==> config.mk <==
export PLATFORM = sky130hd
export DESIGN_NAME = pipe_stage_rv
export DESIGN_NICKNAME = d
export VERILOG_FILES = /design/src/rtl/pipe_stage_rv.sv
export SDC_FILE = /design/constraint.sdc
export NUM_CORES = 1
export LEC_CHECK = 0
export CORE_UTILIZATION = 35
export CTS_CLUSTER_DIAMETER = 60
export DETAILED_ROUTE_END_ITERATION = 10
export PLACE_DENSITY = 0.84
export SLEW_MARGIN = 25
export SYNTH_ARGS = -nofsm -noshare
export SYNTH_HDL_FRONTEND = slang
export SYNTH_SLANG_ARGS = --single-unit
==> constraint.sdc <==
create_clock -name clk -period 2.8 [get_ports clk]
set_clock_uncertainty 0.15 [all_clocks]
set_input_delay 0.56 -clock clk [delete_from_list [all_inputs] [get_ports clk]]
set_output_delay 0.56 -clock clk [all_outputs]
set_load 0.05 [all_outputs]
==> src/rtl/pipe_stage_rv.sv <==
// Valid/allow_in pipeline stage register with optional skid entry, synchronous
// flush and a saturating stall-cycle counter.
module pipe_stage_rv #(
  parameter int WIDTH = 64,
  parameter int SKID  = 0,
  parameter int CNT_W = 16
) (
  input  logic             clk,
  input  logic             reset,
  input  logic             flush,
  input  logic             in_valid,
  input  logic [WIDTH-1:0] in_data,
  output logic             in_allow_in,
  input  logic             ready_go,
  output logic             out_valid,
  output logic [WIDTH-1:0] out_data,
  input  logic             out_allow_in,
  output logic             stage_valid,
  output logic [CNT_W-1:0] stall_cnt
);

  logic             m_valid_q, m_valid_d;
  logic [WIDTH-1:0] m_data_q, m_data_d;
  logic [CNT_W-1:0] cnt_q, cnt_d;
  logic             out_fire, in_fire;

  assign out_valid   = m_valid_q & ready_go;
  assign out_data    = m_data_q;
  assign stage_valid = m_valid_q;
  assign stall_cnt   = cnt_q;
  assign out_fire    = out_valid & out_allow_in;
  assign in_fire     = in_valid & in_allow_in;

  generate
    if (SKID == 0) begin : g_noskid
      assign in_allow_in = !m_valid_q | (ready_go & out_allow_in);

      always_comb begin
        m_valid_d = m_valid_q;
        m_data_d  = m_data_q;
        if (in_allow_in) begin
          m_valid_d = in_valid;
          if (in_valid) m_data_d = in_data;
        end
        if (flush) m_valid_d = 1'b0;
      end
    end else begin : g_skid
      logic             s_valid_q, s_valid_d;
      logic [WIDTH-1:0] s_data_q, s_data_d;

      // Registered allow_in: upstream sees only the skid occupancy.
      assign in_allow_in = !s_valid_q;

      always_comb begin
        m_valid_d = m_valid_q;
        m_data_d  = m_data_q;
        s_valid_d = s_valid_q;
        s_data_d  = s_data_q;
        if (flush) begin
          m_valid_d = 1'b0;
          s_valid_d = 1'b0;
        end else if (s_valid_q) begin
          // in_fire is impossible here; the skid drains before new input lands in main.
          if (out_fire) begin
            m_data_d  = s_data_q;
            s_valid_d = 1'b0;
          end
        end else begin
          if (out_fire) m_valid_d = 1'b0;
          if (in_fire) begin
            if (!m_valid_q || out_fire) begin
              m_valid_d = 1'b1;
              m_data_d  = in_data;
            end else begin
              s_valid_d = 1'b1;
              s_data_d  = in_data;
            end
          end
        end
      end

      always_ff @(posedge clk) begin
        if (reset) s_valid_q <= 1'b0;
        else       s_valid_q <= s_valid_d;
        s_data_q <= s_data_d;
      end
    end
  endgenerate

  always_comb begin
    cnt_d = cnt_q;
    if (m_valid_q && !out_fire && !flush && cnt_q != {CNT_W{1'b1}})
      cnt_d = cnt_q + CNT_W'(1);
  end

  always_ff @(posedge clk) begin
    if (reset) begin
      m_valid_q <= 1'b0;
      cnt_q     <= '0;
    end else begin
      m_valid_q <= m_valid_d;
      cnt_q     <= cnt_d;
    end
    m_data_q <= m_data_d;
  end

endmodule

# Word level (Yosys, flattened, before mapping)
# Index checks and enable logic that the tools add are counted.
word_totals:
  ff_bits: 81
  output_inout_bits: 83
  word_cells: 17
  input_bits: 70
op_classes:
  add_sub_neg: 1
  reduce_logical: 8
  n_bitwise: 4
  eq_ne: 1
op_table:
  columns: ["op", "n"]
  rows:
  - ["$add A16 B1 Y16 const B", 1]
  - ["$ne A16 B16 Y1 const B", 1]
  - ["$and A1 B1 Y1", 3]
  - ["$logic_and A1 B1 Y1", 3]
  - ["$logic_not A1 Y1", 3]
  - ["$reduce_and A2 Y1", 1]
  - ["$reduce_or A2 Y1", 1]
  - ["$or A1 B1 Y1", 1]

# Longest topological paths before layout
logic_depth:
  word_depth: 6
  ltp_mapped: 5

# Least setup slack after synthesis
# Ideal clock, no wire load.
synth_timing:
  path_type: "register -> register"
  startpoint: "register m_valid_q, in the netlist stage_valid"
  endpoint: "register m_data_q[0], in the netlist out_data[0] (enable)"
  path_stages_with_launch: 4
  t_arrival_ns: 2.734
  setup_slack_ns: -0.512
  cell_sequence: "dfxtp_1 -> a21bo_2 -> buf_2 -> and2_1"
synth_between:
  elab_chain_len: 3
synth_lines:
  columns: ["item", "line", "text"]
  rows:
  - ["start, declared", "22", "logic m_valid_q, m_valid_d;"]
  - ["start signal, assigned", "101", "m_valid_q <= m_valid_d;"]
  - ["$logic_not A1 Y1", "36", "assign in_allow_in = !m_valid_q | (ready_go & out_allow_in);"]
  - ["$or A1 B1 Y1", "36", null]
  - ["via in_allow_in", "13", "output logic in_allow_in,"]
  - ["$reduce_and A2 Y1 (no line)", null, null]
  - ["end signal, assigned", "104", "m_data_q <= m_data_d;"]
  - ["end, declared", "23", "logic [WIDTH-1:0] m_data_q, m_data_d;"]
# The timed path passes the listed nets, and every way through them passes these cells.
# A chain may end at the register's enable or synchronous reset.

# Worst setup path after layout
layout_timing:
  startpoint: "register cnt_q[12], in the netlist stall_cnt[12]"
  endpoint: "output stall_cnt[12]"
layout_lines:
  columns: ["item", "line", "text"]
  rows:
  - ["start, declared", "24", "logic [CNT_W-1:0] cnt_q, cnt_d;"]
  - ["start signal, assigned", "102", "cnt_q <= cnt_d;"]
  - ["end, declared", "19", "output logic [CNT_W-1:0] stall_cnt"]
# No word-level cell between the ends.

==> results.py <==
metrics = {
    "status": {
        "status": "complete, no violations",
    },
    "clock_network": {
        "root_buffer": "clkbuf_8",
        "cts_buffers": 9,
        "numClockSinks": 81,
        "cts_setup_buffers": 0,
        "cts_tree": "done",
        "clkTransAtPathRegs_ns": 0.08,
        "clk_latency_ns": 0.34,
        "clk_path_buf_depth": 2,
        "ctsHoldBuffers": 0,
        "cts-resized-gates": 0,
        "h-tree-depth": 3,
    },
    "timing": {
        "setup_tns_ns": 0,
        "hold_slack_ns": 0.402,
        "period_minus_slack_ns": 2.39,
        "slew_viol_final": 0,
        "timing.final.crit_share_pct": 85.4,
        "final_hold_viol_count": 0,
        "setup_viol": 0,
        "slew_headroom_pct": 61.1,
        "fmax_mhz": 418,
        "setup_ws_ns": 0.410,
        "worst_slew_pin_slew_ns": 0.579,
        "grt_setup_unrepaired": "no",
    },
    "cells_and_area": {
        "drive_gt1_share_pct": 10.7,
        "register_area_mm2": 0.00226,
        "multiInputGateArea_um2": 634,
        "syn_to_final_growth_pct": 63.7,
        "fin_nets": 412,
        "diodes": 0,
        "mostFrequentLayoutCell": "clkdlybuf4s50_1",
        "layout_common_cells": "clkdlybuf4s50_1, edfxtp_1, dfxtp_1",
        "fillCellCount": 625,
    },
    "floorplanning": {
        "initial_core_util_pct": 36.0,
        "core_region_area_mm2": 0.00818,
        "io_pins": 153,
        "core.rowCount": 33,
        "die_area_mm2": 0.00877,
        "fp.dieH_um": 93.7,
        "die_x_um": 93.7,
    },
    "setup_path": {
        "r2r_setup_slack_ns": 0.71,
        "critPathCaptureType": "output port",
        "crit_buf_inv": 1,
        "rr_startpoint": "stall_cnt[1]",
        "slowest_stage": "clkdlybuf4s50_1",
        "cpPeakStageDelay_ns": 0.88,
        "arrival_ns": 1.68,
        "crit_required_ns": 2.09,
        "r2r-end": "stall_cnt[10]",
        "startpoint_type": "flop",
        "path_cells": "clkdlybuf4s50_1",
        "critical_path.top_delay_family": "buffers and inverters",
        "crit_fanout": 6,
        "critPathKind": "reg2out",
        "r2r_cells": 5,
    },
    "logic_synthesis": {
        "synthCells": 178,
        "synth_nets": 249,
        "seq_area_frac_synth_pct": 76.9,
        "synth_edf_count": 64,
        "ys_warn_count": 0,
        "synth_ff_type": "edfxtp_1",
        "avgSynthCellArea_um2": 16.5,
        "ys_ff_latch": 81,
        "netlist_area_mm2": 0.00294,
        "ys_types": 44,
        "synthArstFlopShare_pct": 0,
    },
    "routing": {
        "wl_mm": 8.25,
        "via_per_inst": 4.93,
        "firstDrtPassIters": 4,
        "antenna_left": 0,
        "initialDrtViolationCount": 80,
        "wl_per_cell_um": 18.3,
        "drc": 0,
        "num_vias": 2225,
    },
    "placement": {
        "port-buffer-count": 152,
        "pre_cts_slack_ns": 0.355,
        "gp_congestion": 0.863,
        "dp_hpwl_mm": 6.01,
    },
    "global_routing": {
        "busiest_layer": "met2",
        "grtUsageMet3_pct": 6.72,
        "grt_pass1_vias": 2126,
        "grt_antenna_before_repair": 0,
        "grt_max_degree": 58,
        "use_met1_pct": 21.5,
        "gr-total-overflow": 0,
        "track_usage_pct": 18.6,
        "grt_pass1_wl_mm": 11.8,
        "use_met2_pct": 32.5,
    },
    "min_path": {
        "hold_path.class": "reg2reg",
        "min_to": "stall_cnt[6]",
        "worstHoldStart": "stall_cnt[6]",
        "hold_path_depth": 1,
    },
    "power": {
        "p_leak_nw": 1.65,
        "powerDensity_mw_per_mm2": 557,
        "ir_drop_uv": 221,
    },
    "job": {
        "cap_violations": 0,
    },
}
[worst max path at each step]
stage                     cells after the start            end     startpoint
final                                         1  stall_cnt[12]  stall_cnt[12]
after global routing                          1  stall_cnt[11]  stall_cnt[11]
after CTS                                     1  stall_cnt[12]  stall_cnt[12]
after detailed placement                      4   out_data[34]       ready_go
after global placement                        4   out_data[58]       ready_go
after floorplan                               3    out_data[0]    stage_valid
[cell usage after synthesis (all sizes together) (3+ instances only)]
cell	instances	share of area [%]
o21ai	3	0.51
nor4	5	2.3
a311oi	5	1.7
dfxtp	17	12
inv	5	0.64
clkbuf	3	0.72
nand2	6	0.77
nor3	6	1.2
and3	5	1.3
a211oi	4	1.0
edfxtp	64	65
nand3	4	0.68
nand4	7	2.0
and2	4	0.85
a21oi	4	0.68
nor2	9	1.1
a31oi	4	0.85
[report_power, final]
group	switching (W)	total [W]	internal, W
combinational	0.000278	0.000463	0.000184
clock	0.000422	0.000837	0.000415
sequential	0.0000175	0.00138	0.00136
total	0.000718	0.00268	0.00196
[flip-flops by register name, summed over array words and instances, names as in the netlist]
| register | cells |
|---|---|
| out_data | 64 |
| stage_valid | 1 |
| stall_cnt | 16 |
[cell families (layout without fill, tap and decap cells)]
| group | after synthesis | in the layout | share of synthesized area, % |
|---|---|---|---|
| mux | 3 | 3 | 1.19 |
| buf+inv | 9 | 177 | 1.53 |
| simple gates | 55 | 55 | 12.5 |
| flops | 81 | 81 | 76.9 |
| compound gates | 29 | 29 | 7.40 |
| fa+ha+maj | 1 | 1 | 0.425 |
[per-layer routing]
layer | vias up | routed length [µm]
met2 | 100 | 4220
met5 | - | 0
met1 | 1090 | 3200
met4 | 0 | 41
li1 | 1033 | -
met3 | 2 | 788
[through the flow]
step / power, W / utilization [%] / cell area (µm²) / std cells
4_1_cts: 0.00270 / 58.9 / 4810 / 451
5_1_grt: 0.00277 / 58.9 / 4810 / 451
6_report: 0.00268 / 58.9 / 4810 / 451
3_5_place_dp: 0.00187 / 56.5 / 4620 / 435
3_3_place_gp: 0.00186 / 56.5 / 4620 / 435
2_1_floorplan: 0.00165 / - / 2940 / 178
[layout make-up]
cell class / count / area share (%)
Sequential cell: 81 / 47.0
Timing Repair Buffer: 156 / 32.6
Multi-Input combinational cell: 88 / 13.2
Tap cell: 105 / 2.73
Clock buffer: 10 / 2.65
Clock inverter: 6 / 1.40
Inverter: 5 / 0.390
No activity file was read; power rests on OpenSTA's default activity.
